## config.mk

```make
export PLATFORM = sky130hd
export DESIGN_NAME = cordicatan_flat
export DESIGN_NICKNAME = d
export VERILOG_FILES = /design/src/rtl/cordicatan_pkg.sv /design/src/rtl/cordicatan_if.sv /design/src/rtl/cordicatantab.sv /design/src/rtl/cordicatan.sv /design/src/flat_wrapper.sv
export SDC_FILE = /design/constraint.sdc
export NUM_CORES = 1
export LEC_CHECK = 0
export CORE_AREA = 2 2 176 178
export DETAILED_ROUTE_END_ITERATION = 7
export DIE_AREA = 0 0 178 180
export GPL_ROUTABILITY_DRIVEN = 0
export SLEW_MARGIN = 20
export SYNTH_ARGS = -nofsm -noshare
export SYNTH_HDL_FRONTEND = slang
export SYNTH_SLANG_ARGS = --single-unit
export TNS_END_PERCENT = 1
```

## constraint.sdc

```tcl
create_clock -name clk -period 4.8 [get_ports clk]
set_input_delay 0.96 -clock clk [delete_from_list [all_inputs] [get_ports clk]]
set_output_delay 0.96 -clock clk [all_outputs]
set_load 0.1 [all_outputs]
```

## src/rtl/cordicatan_pkg.sv

```systemverilog
// Shared fixed-point constants for the CORDIC blocks: angle scale, atan table, gain shifts.
package cordicatan_pkg;

  localparam int unsigned DATA_W = 16;
  localparam int unsigned XY_W   = 19;
  localparam int unsigned Z_W    = 18;
  localparam int unsigned IDX_W  = 4;

  localparam int unsigned FIX_SHIFT = 12;
  localparam int unsigned PI2       = 6434;
  localparam int unsigned PI2_X2    = 2 * PI2;
  localparam int unsigned PI2_X4    = 4 * PI2;

  // Gain compensation K ~ 0.6074 as (x>>1) + (x>>3) - (x>>6) - (x>>9)
  localparam int unsigned K_SH_A = 1;
  localparam int unsigned K_SH_B = 3;
  localparam int unsigned K_SH_C = 6;
  localparam int unsigned K_SH_D = 9;

  // round(atan(2^-i) * 2^12), i = 0..15
  localparam logic [DATA_W-1:0] ATAN_TAB [16] = '{
    16'd3217, 16'd1899, 16'd1003, 16'd509,
    16'd256,  16'd128,  16'd64,   16'd32,
    16'd16,   16'd8,    16'd4,    16'd2,
    16'd1,    16'd0,    16'd0,    16'd0
  };

  typedef enum logic [2:0] {
    S_IDLE,
    S_INIT,
    S_COMPUTE,
    S_SCALE,
    S_DONE
  } state_t;

endpackage

```

## src/rtl/cordicatan_if.sv

```systemverilog
// update/ready handshake plus vector inputs and polar outputs.
interface cordicatan_if;
  import cordicatan_pkg::*;

  logic              update;
  logic [DATA_W-1:0] in_x;
  logic [DATA_W-1:0] in_y;
  logic              ready;
  logic [DATA_W-1:0] out_angle;
  logic [DATA_W-1:0] out_mag;

  modport master (
    output update, in_x, in_y,
    input  ready, out_angle, out_mag
  );

  modport slave (
    input  update, in_x, in_y,
    output ready, out_angle, out_mag
  );
endinterface

```

## src/rtl/cordicatantab.sv

```systemverilog
// Combinational micro-rotation angle lookup, index -> atan(2^-i) in Q4.12.
module cordicatantab
  import cordicatan_pkg::*;
(
  input  logic [IDX_W-1:0]  idx,
  output logic [DATA_W-1:0] atan_c
);

  assign atan_c = ATAN_TAB[idx];

endmodule

```

## src/rtl/cordicatan.sv

```systemverilog
// Iterative vectoring-mode CORDIC: (x, y) -> unsigned angle word and compensated magnitude.
module cordicatan
  import cordicatan_pkg::*;
#(
  parameter int unsigned ITER = 16
) (
  input  logic clk,
  input  logic reset,
  cordicatan_if.slave bus
);

  localparam logic signed [Z_W-1:0] BASE_NEG = Z_W'(PI2_X2);
  localparam logic signed [Z_W-1:0] WRAP     = Z_W'(PI2_X4);
  localparam logic [IDX_W-1:0]      LAST     = IDX_W'(ITER - 1);

  state_t state_q, state_d;

  logic signed [XY_W-1:0] x_q, y_q;
  logic signed [Z_W-1:0]  z_q, base_q;
  logic                   zero_q;
  logic [IDX_W-1:0]       cnt_q;
  logic                   ready_q;
  logic [DATA_W-1:0]      angle_q, mag_q;

  logic [DATA_W-1:0]      atan_c;
  logic signed [Z_W-1:0]  atan_ext;
  logic signed [XY_W-1:0] xs, ys;
  logic signed [Z_W-1:0]  angle_sum;

  cordicatantab u_tab (
    .idx    (cnt_q),
    .atan_c (atan_c)
  );

  assign atan_ext  = $signed({2'b00, atan_c});
  assign xs        = x_q >>> cnt_q;
  assign ys        = y_q >>> cnt_q;
  assign angle_sum = base_q + z_q;

  assign bus.ready     = ready_q;
  assign bus.out_angle = angle_q;
  assign bus.out_mag   = mag_q;

  // State register
  always_ff @(posedge clk or negedge reset) begin
    if (!reset) state_q <= S_IDLE;
    else        state_q <= state_d;
  end

  // Next-state logic; update is only honoured while idle or done
  always_comb begin
    state_d = state_q;
    case (state_q)
      S_IDLE, S_DONE: if (bus.update) state_d = S_INIT;
      S_INIT:         state_d = S_COMPUTE;
      S_COMPUTE:      if (cnt_q == LAST) state_d = S_SCALE;
      S_SCALE:        state_d = S_DONE;
      default:        state_d = S_IDLE;
    endcase
  end

  // Datapath: latch, fold into right half-plane, rotate, then scale outputs
  always_ff @(posedge clk or negedge reset) begin
    if (!reset) begin
      x_q     <= '0;
      y_q     <= '0;
      z_q     <= '0;
      base_q  <= '0;
      zero_q  <= 1'b0;
      cnt_q   <= '0;
      ready_q <= 1'b1;
      angle_q <= '0;
      mag_q   <= '0;
    end else begin
      ready_q <= (state_d == S_IDLE) || (state_d == S_DONE);
      case (state_q)
        S_IDLE, S_DONE: begin
          if (bus.update) begin
            x_q   <= XY_W'($signed(bus.in_x));
            y_q   <= XY_W'($signed(bus.in_y));
            cnt_q <= '0;
          end
        end
        S_INIT: begin
          if (x_q < 0) begin
            x_q    <= -x_q;
            y_q    <= -y_q;
            base_q <= BASE_NEG;
          end else begin
            base_q <= '0;
          end
          z_q    <= '0;
          zero_q <= (x_q == 0) && (y_q == 0);
          cnt_q  <= '0;
        end
        S_COMPUTE: begin
          if (!y_q[XY_W-1]) begin
            x_q <= x_q + ys;
            y_q <= y_q - xs;
            z_q <= z_q + atan_ext;
          end else begin
            x_q <= x_q - ys;
            y_q <= y_q + xs;
            z_q <= z_q - atan_ext;
          end
          cnt_q <= (cnt_q == LAST) ? '0 : cnt_q + IDX_W'(1);
        end
        S_SCALE: begin
          if (zero_q) begin
            angle_q <= '0;
            mag_q   <= '0;
          end else begin
            angle_q <= DATA_W'((angle_sum < 0) ? angle_sum + WRAP : angle_sum);
            mag_q   <= DATA_W'((x_q >>> K_SH_A) + (x_q >>> K_SH_B)
                               - (x_q >>> K_SH_C) - (x_q >>> K_SH_D));
          end
        end
        default: ;
      endcase
    end
  end

endmodule
```

## src/flat_wrapper.sv

```systemverilog
// flat-port wrapper written by rule: the top's interface ports become plain ports
module cordicatan_flat import cordicatan_pkg::*;
#(
  parameter int unsigned ITER = 16
)
  (clk, reset, bus_update, bus_in_x, bus_in_y, bus_ready, bus_out_angle, bus_out_mag);
  cordicatan_if bus_i ();
  input  logic clk;
  input  logic reset;
  input wire logic [$bits(bus_i.update)-1:0] bus_update;
  input wire logic [$bits(bus_i.in_x)-1:0] bus_in_x;
  input wire logic [$bits(bus_i.in_y)-1:0] bus_in_y;
  output wire logic [$bits(bus_i.ready)-1:0] bus_ready;
  output wire logic [$bits(bus_i.out_angle)-1:0] bus_out_angle;
  output wire logic [$bits(bus_i.out_mag)-1:0] bus_out_mag;
  assign bus_i.update = bus_update;
  assign bus_i.in_x = bus_in_x;
  assign bus_i.in_y = bus_in_y;
  assign bus_ready = bus_i.ready;
  assign bus_out_angle = bus_i.out_angle;
  assign bus_out_mag = bus_i.out_mag;
  cordicatan #(.ITER(ITER)) u_core (.clk(clk), .reset(reset), .bus(bus_i));
endmodule
```

==> summary.txt, run 1 <==
Run status
  – Status: finished clean

Worst hold path
  – Worst min-delay path class: register to register

Logic synthesis
  – Syn nets: around 1600
  – Commonest cells in the netlist: 130 x nand2_1, 129 x nor2_1, 112 x o21ai_0
  – Synth top area cells: dfrtp_1 19%, ha_1 8.9%, mux4_2 6.5%
  – Cell taking the most area after synthesis: dfrtp_1
  – Synth Register Bits: between 90 and 100
  – Top FF cell, synth: dfrtp_1
  – Top-area cell type share of the netlist area: around a fifth
  – Yosys warns: 0
  – Synthesized cell area: 12500 sq um
  – Asr flop ratio synth: 100%
  – Synthesized instance count: 1489
  – Count leader, synth: nand2_1
  – Library cells used by synthesis: 90
  – Sequential cell area fraction in the yosys report: 19.6%
  – Mean area per synthesized cell: between 8 and 9 sq um
  – EDFF count, synth: 0

Floorplanning
  – Core Area: 30200 sq um
  – Die W: 178 um
  – Num rows: 64
  – I/O Pins: 68
  – Die height: approximately 180 um
  – Initial Util: 41.6%
  – Die ar.: roughly 32000 sq um

Timing
  – Final Setup Violations: 0
  – Final Cycle Share: 99.8%
  – Skew final: 0.0192 ns
  – Worst Setup Slack, final: roughly 0.0079 ns
  – Worst slew pin tran: 0.974 ns
  – Slew HR: 34.9%
  – Slew Limit Fails: 0
  – Fmax: 0.209 GHz
  – RSZ-0062 raised after global routing: true
  – Tmin final: 4.79 ns
  – Fin. Hold Viols: 0
  – Worst Hold Slack: ~0.49 ns

Detailed routing
  – Vias per inst: 6.08
  – DR pass1 iterations: 6
  – Overall via count from detail_route: 12200
  – Drt drc: 0
  – Initial DRC count: 1078
  – Routed length per instance: between 20 and 25 um
  – Routed Antenna Nets: 0
  – Final wirelength: 40.3 mm

Worst setup path
  – CP endpoint: u_core.y_q[17]
  – Worst setup startpoint: u_core.cnt_q[0]
  – Crit end category: register
  – R2R setup slack: 0.008 ns
  – Crit path required time: 5.13 ns
  – RR Startpoint: u_core.cnt_q[0]
  – Kind of critical path: register to register
  – Worst reg2reg path endpoint: u_core.y_q[17]
  – Critical path arrival: 5.12 ns
  – Startpoint Class: register
  – FF-to-FF path depth: 20
  – Peak fanout along the critical path: 14

Cells and area
  – Area delta synth->final: 19.2%
  – Final Util: 49.5%
  – Final #Nets: between 1500 and 2000
  – Ratio of cells with drive above 1 in the final layout: about 17%
  – Ant. Diodes: 0
  – Final non-filler cell total: 2006
  – # fillers: 2885

Clock tree
  – Sink Count: 98
  – Hold Buf Count CTS: 0
  – Worst-path clk slew: 0.09 ns
  – Root buffer cell: clkbuf_16
  – Clk Latency, worst-skew pair: slightly below 0.4 ns
  – CTS buffer count: 9
  – Longest Clk Path Bufs: 2
  – CTS tree: yes
  – # H-tree levels: 3

Placement
  – DP Wirelength: 30.2 mm
  – Port bufs: 67
  – Placed cells: 1975
  – Pre-CTS WS: -0.0774 ns

Global routing
  – First-pass GRT wire length: roughly 63 mm
  – Initial antenna violation count: 0
  – Global Route Usage Sum: 24.9%
  – Aggregate global routing overflow: 0
  – Largest net degree at the start of global routing: 56
  – Vias in the first global route: 11700

Run
  – Maxcap violations: 0
[worst min-delay path by stage]
| stage | start | endpoint | slack [ns] | cells past startpoint |
|---|---|---|---|---|
| global route | u_core.bus.out_angle[14] | u_core.bus.out_angle[14] | 0.52 | 2 |
| global placement | u_core.bus.out_angle[2] | u_core.bus.out_angle[2] | 0.47 | 2 |
| detailed placement | u_core.bus.out_mag[10] | u_core.bus.out_mag[10] | 0.47 | 2 |
| floorplan | u_core.z_q[16] | u_core.z_q[16] | 0.48 | 2 |
| finish | u_core.bus.out_angle[0] | u_core.bus.out_angle[0] | 0.49 | 2 |
| CTS | u_core.bus.out_mag[9] | u_core.bus.out_mag[9] | 0.49 | 2 |
[cells by family (layout without fill, tap and decap cells)]
logic type / count (synthesis) / in the layout / share of synthesized area [%]
buffers and inverters: 160 / 281 / 5.38
xor gates and xnor gates: 135 / 135 / 9.49
AOI/OAI and AO/OA: 440 / 440 / 23.4
and+or+nand+nor: 457 / 457 / 18.0
muxes: 80 / 80 / 10.5
adders and majority gates: 119 / 119 / 13.7
DFF: 98 / 98 / 19.6
[state kept, by name, summed over array words and instances, names as in the netlist]
register,count
u_core.bus.out_mag,16
u_core.x_q,19
u_core.state_q,3
u_core.z_q,18
u_core.bus.out_angle,16
u_core.cnt_q,4
u_core.y_q,19
u_core.zero_q,1
u_core.base_q,1
u_core.bus.ready,1
[metal layers]
metal / global-route usage (%) / share of wire [%] / up-vias
met5: 0 / 0 / -
met4: 8.92 / 2.9 / 0
met3: 4.15 / 6.7 / 89
met2: 40.0 / 47 / 444
met1: 33.8 / 44 / 5967
li1: - / - / 5702
[cell type report]
| type | count | area [sq um] | area share [%] |
|---|---|---|---|
| Clock inverter | 7 | 60.1 | 0.402 |
| Tap cell | 396 | 495 | 3.31 |
| Timing Repair Buffer | 202 | 1810 | 12.1 |
| Sequential cell | 98 | 2460 | 16.4 |
| Inverter | 63 | 236 | 1.58 |
| Multi-Input combinational cell | 1231 | 9660 | 64.6 |
| Clock buffer | 9 | 225 | 1.51 |
[layout by cell type (no fill, tap or decap), types with 9 or more instances in the layout]
master	n
clkdlybuf4s50_1	66
o21ai_1	14
o21ai_0	102
mux4_2	36
nor3_1	38
o21bai_1	12
buf_4	127
o22ai_1	11
nor2_1	126
o21a_1	10
clkbuf_16	10
mux2i_1	26
mux2_2	11
xnor2_1	82
a31oi_1	17
dfrtp_1	93
and2_1	13
a21oi_1	86
nand2_1	130
a21o_1	22
a21oi_2	9
ha_1	87
a32o_1	10
nor2b_1	17
fa_1	30
nand3_1	26
or3_1	11
xor2_1	50
inv_1	59
nand2b_1	25
a22o_1	23
a221oi_1	17
o31ai_1	18
and3_1	9
a22oi_1	14
[worst max-delay path, cell delays in order, from the launching register on]
cell	delay, ns
dfrtp_2	0.43
buf_12	0.12
buf_12	0.15
mux4_2	0.52
mux2_2	0.31
or3b_2	0.45
o41ai_1	0.10
nand2_1	0.14
nor2_1	0.15
buf_4	0.14
a21oi_1	0.06
xor2_1	0.19
ha_1	0.38
nor3_1	0.08
nor2_1	0.26
a41oi_2	0.15
buf_4	0.18
nor2_1	0.09
o21ai_1	0.11
or4b_2	0.63
nand3_1	0.10
[through the flow]
stage / TNS [ns] / area, sq um
floorplan: 0 / 12500
global route: -0.958 / 14900
global placement: 0 / 14300
CTS: 0 / 14600
finish: 0 / 14900
detailed placement: -0.0774 / 14300
[timing repair]
item                                    CTS  global route
setup buffers                             1            12
resized for setup                         1            52
endpoints found under the setup margin    2            19
cloned                                    1             1
pin swaps                                 0            11
Power of run 1 is left out: the tool's default activity adds up to more than one toggle a clock period on the data nets, which glitch-free logic cannot reach.
==> run 2: changes to the inputs <==
--- a/config.mk
+++ b/config.mk
@@ -6,6 +6,7 @@
 export NUM_CORES = 1
 export LEC_CHECK = 0
 export CORE_AREA = 2 2 176 178
+export CTS_CLUSTER_DIAMETER = 80
 export DETAILED_ROUTE_END_ITERATION = 7
 export DIE_AREA = 0 0 178 180
 export GPL_ROUTABILITY_DRIVEN = 0
==> results of run 2 <==
Same layout as run 1: the final DEF is identical, and so are final timing and power.
Power of run 2 is left out for the same reason.
